`config.mk`:
```
export PLATFORM = sky130hd
export DESIGN_NAME = can_tx_scheduler_flat
export DESIGN_NICKNAME = d
export VERILOG_FILES = /design/src/rtl/can_pkg.sv /design/src/rtl/can_tx_scheduler_if.sv /design/src/rtl/can_tx_retry_counter.sv /design/src/rtl/can_tx_scheduler.sv /design/src/flat_wrapper.sv
export SDC_FILE = /design/constraint.sdc
export NUM_CORES = 1
export LEC_CHECK = 0
export BUFFER_PORTS_ARGS = -buffer_cell sky130_fd_sc_hd__buf_2
export CAP_MARGIN = 20
export CORE_AREA = 2 2 155 157
export DETAILED_ROUTE_END_ITERATION = 10
export DIE_AREA = 0 0 157 159
export MAX_ROUTING_LAYER = met4
export PLACE_DENSITY = 0.53
export SYNTH_ARGS = -nofsm -noshare
export SYNTH_HDL_FRONTEND = slang
export SYNTH_SLANG_ARGS = --single-unit
```
`constraint.sdc`:
```
create_clock -name i_sys_clk -period 6.93 [get_ports i_sys_clk]
set_input_delay 0.3465 -clock i_sys_clk [delete_from_list [all_inputs] [get_ports i_sys_clk]]
set_output_delay 0.3465 -clock i_sys_clk [all_outputs]
set_load 0.005 [all_outputs]
```
`src/rtl/can_pkg.sv`:
```
// Shared CAN transmit definitions: scheduler FSM encoding, message width and field slices.
package can_pkg;

    localparam int CAN_MSG_W = 128;

    localparam int CAN_ID_MSB  = 127;
    localparam int CAN_ID_LSB  = 96;
    localparam int CAN_DLC_MSB = 95;
    localparam int CAN_DLC_LSB = 64;
    localparam int CAN_DW1_MSB = 63;
    localparam int CAN_DW1_LSB = 32;
    localparam int CAN_DW2_MSB = 31;
    localparam int CAN_DW2_LSB = 0;

    typedef logic [CAN_MSG_W-1:0] can_msg_t;

    typedef enum logic [2:0] {
        IDLE     = 3'd0,
        LOAD     = 3'd1,
        WAIT_BUS = 3'd2,
        REQ      = 3'd3,
        ACTIVE   = 3'd4
    } can_tx_state_t;

    function automatic can_msg_t can_pack(input logic [31:0] id, input logic [31:0] dlc,
                                          input logic [31:0] dw1, input logic [31:0] dw2);
        can_msg_t m;
        m = '0;
        m[CAN_ID_MSB:CAN_ID_LSB]   = id;
        m[CAN_DLC_MSB:CAN_DLC_LSB] = dlc;
        m[CAN_DW1_MSB:CAN_DW1_LSB] = dw1;
        m[CAN_DW2_MSB:CAN_DW2_LSB] = dw2;
        return m;
    endfunction

endpackage

```
`src/rtl/can_tx_scheduler_if.sv`:
```
// Scheduler-facing bundle: message sources, bus status, BSP request/outcome handshake.
interface can_tx_scheduler_if;
    import can_pkg::*;

    logic     i_cen;
    logic     i_sleep;
    logic     i_bsoff;
    logic     i_hpb_full;
    can_msg_t i_hpb_data;
    logic     i_tx_empty;
    can_msg_t i_tx_fifo_data;
    logic     o_hpb_r_en;
    logic     o_tx_r_en;
    logic     i_bidle;
    can_msg_t o_msg_data;
    logic     o_msg_valid;
    logic     i_msg_ack;
    logic     i_txok;
    logic     i_arblst;
    logic     i_tx_error;
    logic     o_busy;
    logic     o_tx_abort;

    // master is the scheduler itself; slave is the surrounding controller/BSP side
    modport master (
        input  i_cen, i_sleep, i_bsoff, i_hpb_full, i_hpb_data, i_tx_empty, i_tx_fifo_data,
               i_bidle, i_msg_ack, i_txok, i_arblst, i_tx_error,
        output o_hpb_r_en, o_tx_r_en, o_msg_data, o_msg_valid, o_busy, o_tx_abort
    );

    modport slave (
        output i_cen, i_sleep, i_bsoff, i_hpb_full, i_hpb_data, i_tx_empty, i_tx_fifo_data,
               i_bidle, i_msg_ack, i_txok, i_arblst, i_tx_error,
        input  o_hpb_r_en, o_tx_r_en, o_msg_data, o_msg_valid, o_busy, o_tx_abort
    );

endinterface

```
`src/rtl/can_tx_retry_counter.sv`:
```
// Counts failed transmit attempts of the held message; last flags the final permitted attempt.
module can_tx_retry_counter #(
    parameter int MAX_RETRIES = 8
) (
    input  logic i_sys_clk,
    input  logic i_reset,
    input  logic clr,
    input  logic inc,
    output logic last
);

    localparam int CW = $clog2(MAX_RETRIES + 1);

    logic [CW-1:0] count;

    assign last = (count == CW'(MAX_RETRIES - 1));

    // wrapping to zero on the final failure lets the aborted message leave with a clean count
    always_ff @(posedge i_sys_clk or posedge i_reset) begin
        if (i_reset) begin
            count <= '0;
        end else if (clr || (inc && last)) begin
            count <= '0;
        end else if (inc) begin
            count <= count + 1'b1;
        end
    end

endmodule

```
`src/rtl/can_tx_scheduler.sv`:
```
// Picks HPB-then-FIFO messages, holds one for the BSP and retransmits it on loss/error until sent.
// Define CAN_TX_RETRY_LIMIT_EN to drop a message after MAX_RETRIES failed attempts.
module can_tx_scheduler
    import can_pkg::*;
#(
    parameter int MAX_RETRIES = 8
) (
    input  logic                 i_sys_clk,
    input  logic                 i_reset,
    can_tx_scheduler_if.master   bus
);

    can_tx_state_t state;
    can_tx_state_t state_nxt;
    logic          src_hpb;
    logic          abort_cond;
    logic          start;
    logic          tx_fail;
    logic          fail_inc;
    logic          retry_exhausted;

    assign abort_cond = (state != IDLE) && (bus.i_bsoff || !bus.i_cen);
    assign start      = bus.i_cen && !bus.i_sleep && !bus.i_bsoff &&
                        (bus.i_hpb_full || !bus.i_tx_empty);
    assign tx_fail    = bus.i_arblst || bus.i_tx_error;
    // a successful transmission wins over a simultaneous loss/error report
    assign fail_inc   = (state == ACTIVE) && !bus.i_txok && tx_fail && !abort_cond;

`ifdef CAN_TX_RETRY_LIMIT_EN
    logic retry_last;

    can_tx_retry_counter #(
        .MAX_RETRIES (MAX_RETRIES)
    ) u_retry (
        .i_sys_clk (i_sys_clk),
        .i_reset   (i_reset),
        .clr       ((state == IDLE) && (state_nxt == LOAD)),
        .inc       (fail_inc),
        .last      (retry_last)
    );

    assign retry_exhausted = fail_inc && retry_last;
`else
    assign retry_exhausted = 1'b0;
`endif

    always_comb begin
        state_nxt = state;
        case (state)
            IDLE:     if (start) state_nxt = LOAD;
            LOAD:     state_nxt = WAIT_BUS;
            WAIT_BUS: if (bus.i_bidle) state_nxt = REQ;
            REQ:      if (bus.i_msg_ack) state_nxt = ACTIVE;
            ACTIVE: begin
                if (bus.i_txok)           state_nxt = IDLE;
                else if (retry_exhausted) state_nxt = IDLE;
                else if (tx_fail)         state_nxt = WAIT_BUS;
            end
            default:  state_nxt = IDLE;
        endcase
        if (abort_cond) state_nxt = IDLE;
    end

    always_ff @(posedge i_sys_clk or posedge i_reset) begin
        if (i_reset) begin
            state          <= IDLE;
            src_hpb        <= 1'b0;
            bus.o_msg_data <= '0;
            bus.o_tx_abort <= 1'b0;
        end else begin
            state          <= state_nxt;
            bus.o_tx_abort <= abort_cond || retry_exhausted;
            if (state == IDLE) begin
                src_hpb <= bus.i_hpb_full;
            end
            if ((state == LOAD) && !abort_cond) begin
                bus.o_msg_data <= src_hpb ? bus.i_hpb_data : bus.i_tx_fifo_data;
            end
        end
    end

    // no strobe while aborting, so the source keeps a message that would only be discarded
    assign bus.o_hpb_r_en  = (state == LOAD) && src_hpb && !abort_cond;
    assign bus.o_tx_r_en   = (state == LOAD) && !src_hpb && !abort_cond;
    assign bus.o_msg_valid = (state == REQ);
    assign bus.o_busy      = (state != IDLE);

    always @(posedge i_sys_clk) begin
        if (!i_reset) begin
            assert (MAX_RETRIES > 0 && !(bus.o_hpb_r_en && bus.o_tx_r_en));
        end
    end

endmodule
```
`src/flat_wrapper.sv`:
```
// flat-port wrapper written by rule: the top's interface ports become plain ports
module can_tx_scheduler_flat import can_pkg::*;
#(
    parameter int MAX_RETRIES = 8
)
  (i_sys_clk, i_reset, bus_i_cen, bus_i_sleep, bus_i_bsoff, bus_i_hpb_full, bus_i_hpb_data, bus_i_tx_empty, bus_i_tx_fifo_data, bus_i_bidle, bus_i_msg_ack, bus_i_txok, bus_i_arblst, bus_i_tx_error, bus_o_hpb_r_en, bus_o_tx_r_en, bus_o_msg_data, bus_o_msg_valid, bus_o_busy, bus_o_tx_abort);
  can_tx_scheduler_if bus_i ();
  input  logic i_sys_clk;
  input  logic i_reset;
  input wire logic [$bits(bus_i.i_cen)-1:0] bus_i_cen;
  input wire logic [$bits(bus_i.i_sleep)-1:0] bus_i_sleep;
  input wire logic [$bits(bus_i.i_bsoff)-1:0] bus_i_bsoff;
  input wire logic [$bits(bus_i.i_hpb_full)-1:0] bus_i_hpb_full;
  input wire logic [$bits(bus_i.i_hpb_data)-1:0] bus_i_hpb_data;
  input wire logic [$bits(bus_i.i_tx_empty)-1:0] bus_i_tx_empty;
  input wire logic [$bits(bus_i.i_tx_fifo_data)-1:0] bus_i_tx_fifo_data;
  input wire logic [$bits(bus_i.i_bidle)-1:0] bus_i_bidle;
  input wire logic [$bits(bus_i.i_msg_ack)-1:0] bus_i_msg_ack;
  input wire logic [$bits(bus_i.i_txok)-1:0] bus_i_txok;
  input wire logic [$bits(bus_i.i_arblst)-1:0] bus_i_arblst;
  input wire logic [$bits(bus_i.i_tx_error)-1:0] bus_i_tx_error;
  output wire logic [$bits(bus_i.o_hpb_r_en)-1:0] bus_o_hpb_r_en;
  output wire logic [$bits(bus_i.o_tx_r_en)-1:0] bus_o_tx_r_en;
  output wire logic [$bits(bus_i.o_msg_data)-1:0] bus_o_msg_data;
  output wire logic [$bits(bus_i.o_msg_valid)-1:0] bus_o_msg_valid;
  output wire logic [$bits(bus_i.o_busy)-1:0] bus_o_busy;
  output wire logic [$bits(bus_i.o_tx_abort)-1:0] bus_o_tx_abort;
  assign bus_i.i_cen = bus_i_cen;
  assign bus_i.i_sleep = bus_i_sleep;
  assign bus_i.i_bsoff = bus_i_bsoff;
  assign bus_i.i_hpb_full = bus_i_hpb_full;
  assign bus_i.i_hpb_data = bus_i_hpb_data;
  assign bus_i.i_tx_empty = bus_i_tx_empty;
  assign bus_i.i_tx_fifo_data = bus_i_tx_fifo_data;
  assign bus_i.i_bidle = bus_i_bidle;
  assign bus_i.i_msg_ack = bus_i_msg_ack;
  assign bus_i.i_txok = bus_i_txok;
  assign bus_i.i_arblst = bus_i_arblst;
  assign bus_i.i_tx_error = bus_i_tx_error;
  assign bus_o_hpb_r_en = bus_i.o_hpb_r_en;
  assign bus_o_tx_r_en = bus_i.o_tx_r_en;
  assign bus_o_msg_data = bus_i.o_msg_data;
  assign bus_o_msg_valid = bus_i.o_msg_valid;
  assign bus_o_busy = bus_i.o_busy;
  assign bus_o_tx_abort = bus_i.o_tx_abort;
  can_tx_scheduler #(.MAX_RETRIES(MAX_RETRIES)) u_core (.i_sys_clk(i_sys_clk), .i_reset(i_reset), .bus(bus_i));
endmodule
```
==> metrics.md <==
| Metric | Value |
|---|---|
| Max cap viols | `0` |
| Power density cells | `417.1 mW/mm^2` |
| Slew @ Worst Pin | `1.026 ns` |
| Internal | `0.002525 W` |
| Worst EP required | `6.58 ns` |
| Sequential area share after synthesis | `53.86%` |
| Ys Warns | `0` |
| Die Width | `157 um` |
| Main synth FF type | `dfrtp_1` |
| Post-Syn Area per Cell | `10.47 um^2` |
| Synth area leader | `dfrtp_1` |
| Max Clk Rate | `350.5 MHz` |
| Vias in the first global route | `5382` |
| Clock Sinks | `133` |
| Post-route DRC | `0` |
| Most frequent cells in the layout | `400 x buf_2, 132 x dfrtp_1, 131 x nor2_1, 129 x a21oi_1, 128 x mux2i_1` |
| Root buf cell | `clkbuf_16` |
| Die Ht | `159 um` |
| First-pass GRT wire length | `27.66 mm` |
| Max_slew headroom | `31.62%` |
| Routed length per instance | `13.99 um` |
| Fin worst setup slack | `4.077 ns` |
| Worst IR Drop VDD | `0.0002364 V` |
| Area growth from synthesis to layout | `46.51%` |
| Sequential power share | `35.8%` |
| Status | `finished, final reports clean` |
| Placeable Area | `0.02319 mm^2` |
| CTS Hold Bufs | `0` |
| Final Cycle Share | `41.17%` |
| Mapped cell area | `0.006180 mm^2` |
| DP Worst Slack | `4.344 ns` |
| Gate power share | `37.5%` |
| Hold Path Class | `in -> async` |
| Post-DP HPWL | `14.04 mm` |
| WS Path Type | `reg -> out` |
| Worst R2R Start | `u_core.state[2]$_DFFE_PP0P_` |
| LEAKAGE | `4.632 nW` |
| Syn nets | `858` |
| Number of synthesized register bits | `133` |
| WHS | `0.04486 ns` |
| Worst-path clk slew | `0.06 ns` |
| Final slew viol count | `0` |
| IO Count | `401` |
| Most common cell after layout, fill and taps aside | `buf_2` |
| Post-DRT Antenna Nets | `0` |
| Total CTS buffers | `17` |
| Synth top area cells | `dfrtp_1 54%, mux2i_1 21%, a21oi_1 10%` |
| Initial Utilization | `26.65%` |
| Fraction of layout cells with a size suffix above 1 | `45.07%` |
| Fill count | `2315` |
| Crit Path Max Fanout | `87` |
| Critical R2R Capture | `u_core.bus.o_msg_data[80]$_DFFE_PP0P_` |
| Total congestion overflow | `0` |
| Row count | `56` |
| Final hold viol count | `0` |
| Clk pwr share | `26.7%` |
| Sw Share | `33.15%` |
| Latest clock arrival within the worst-skew pair | `0.40 ns` |
| Fin nets | `1241` |
| Total number of vias | `5516` |
| H-tree depth | `4` |
| CTS tree | `done` |
| Number of enable flip-flop cells after synthesis | `0` |
| Reg2reg path depth | `5` |
| Unrepaired setup endpoints after global routing | `no` |
| Distinct cells, synth | `26` |
| Initial antenna violation count | `0` |
| Critical path launch point type | `register` |
| Die area | `0.02496 mm^2` |
| Synth top area share | `53.86%` |
| Placer Congestion | `0.7588` |
| Longest Clk Path Bufs | `2` |
| Asr flop ratio synth | `100.0%` |
| Setup TNS | `0 ns` |
| Critical path endpoint category | `output port` |
| Via density | `4.237` |
| Antenna diodes | `0` |
| Initial DRC count | `243` |
| Tmin final | `2.853 ns` |
| Crit path DAT | `2.51 ns` |
| Mapped Cells | `590` |
| Final Setup Violations | `0` |
| Gr usage total | `14.63%` |
| Postcts setup bufs | `0` |
| R2R Setup Slk | `4.52 ns` |
| DR pass1 iterations | `4` |
| Post-CTS Resized | `0` |
| Sw power | `0.001252 W` |
| Clock Skew | `0.006265 ns` |
| Routed WL | `18.21 mm` |
| Port Buffers | `400` |
| Largest net degree at the start of global routing | `107` |
-- worst max-delay path, cell delays in order, from the launching register on --
cell and delay, ns:
dfrtp_1 0.43, nand2b_1 0.24, nor3_4 0.15, buf_4 0.28
buf_4 0.65, and2_1 0.22, buf_2 0.11
-- registers in the layout, indices dropped and copies added, names as in the netlist --
| name | count |
|---|---|
| u_core.bus.o_tx_abort | 1 |
| u_core.src_hpb | 1 |
| u_core.bus.o_msg_data | 128 |
| u_core.state | 3 |
-- cell usage after synthesis, drive strengths merged (2+ instances only) --
library cell	n
dfrtp	133
nor2	131
a21oi	129
mux2i	128
buf	42
inv	4
nor3	4
mux2	2
nand2b	2
nand3	2
nor2b	2
-- stage by stage --
step                total power [W]  utilization (%)  cells  instance area [um^2]
CTS                        0.003842            39.04   1302                  9054
finish                     0.003776            39.04   1302                  9054
floorplan                  0.002161                -    590                  6180
global placement           0.002790            36.21   1273                  8398
detailed placement         0.002809            36.21   1273                  8398
global route               0.004062            39.04   1302                  9054
-- power groups by stage --
stage	Clock (W)	Sequential (W)	Combinational, W
after floorplan	0	0.00140	0.000766
after global placement	0	0.00136	0.00143
after detailed placement	0	0.00136	0.00145
after CTS	0.00104	0.00135	0.00145
after global routing	0.00108	0.00141	0.00158
final	0.00101	0.00135	0.00142
-- worst max-delay path by stage --
| stage | from | end | slack (ns) | cells after the start |
|---|---|---|---|---|
| floorplan | i_reset | u_core.bus.o_msg_data[0]$_DFFE_PP0P_ | 3.03 | 1 |
| global placement | bus_i_bsoff | bus_o_hpb_r_en | 4.38 | 7 |
| detailed placement | bus_i_bsoff | bus_o_hpb_r_en | 4.34 | 7 |
| CTS | u_core.state[2]$_DFFE_PP0P_ | bus_o_hpb_r_en | 4.02 | 6 |
| global route | u_core.state[2]$_DFFE_PP0P_ | bus_o_hpb_r_en | 3.87 | 6 |
| finish | u_core.state[2]$_DFFE_PP0P_ | bus_o_hpb_r_en | 4.08 | 6 |
-- final cells by class --
type | count | area, um^2 | area share, %
Tap cell | 319 | 399.1 | 4.409
Sequential cell | 133 | 3332 | 36.80
Clock buffer | 17 | 425.4 | 4.699
Inverter | 4 | 20.02 | 0.2211
Clock inverter | 12 | 230.2 | 2.543
Multi-Input combinational cell | 410 | 2592 | 28.63
Timing Repair Buffer | 407 | 2054 | 22.69
-- cells by family after synthesis --
group	synth area share, %
multiplexers	21.10
AND/OR/NAND/NOR	9.658
buffers and inverters	4.191
AO/OA/AOI/OAI	11.20
flip-flops	53.86
-- layer usage --
layer | share of wire, % | vias to the layer above | GRT usage [%] | wire (um)
li1 | - | 2823 | - | -
met1 | 40 | 2440 | 16.27 | 7317
met2 | 51 | 234 | 25.92 | 9340
met3 | 6.9 | 19 | 3.484 | 1255
met4 | 1.6 | 0 | 4.170 | 296
met5 | 0 | - | - | 0
(Power assumes the default switching activity.)
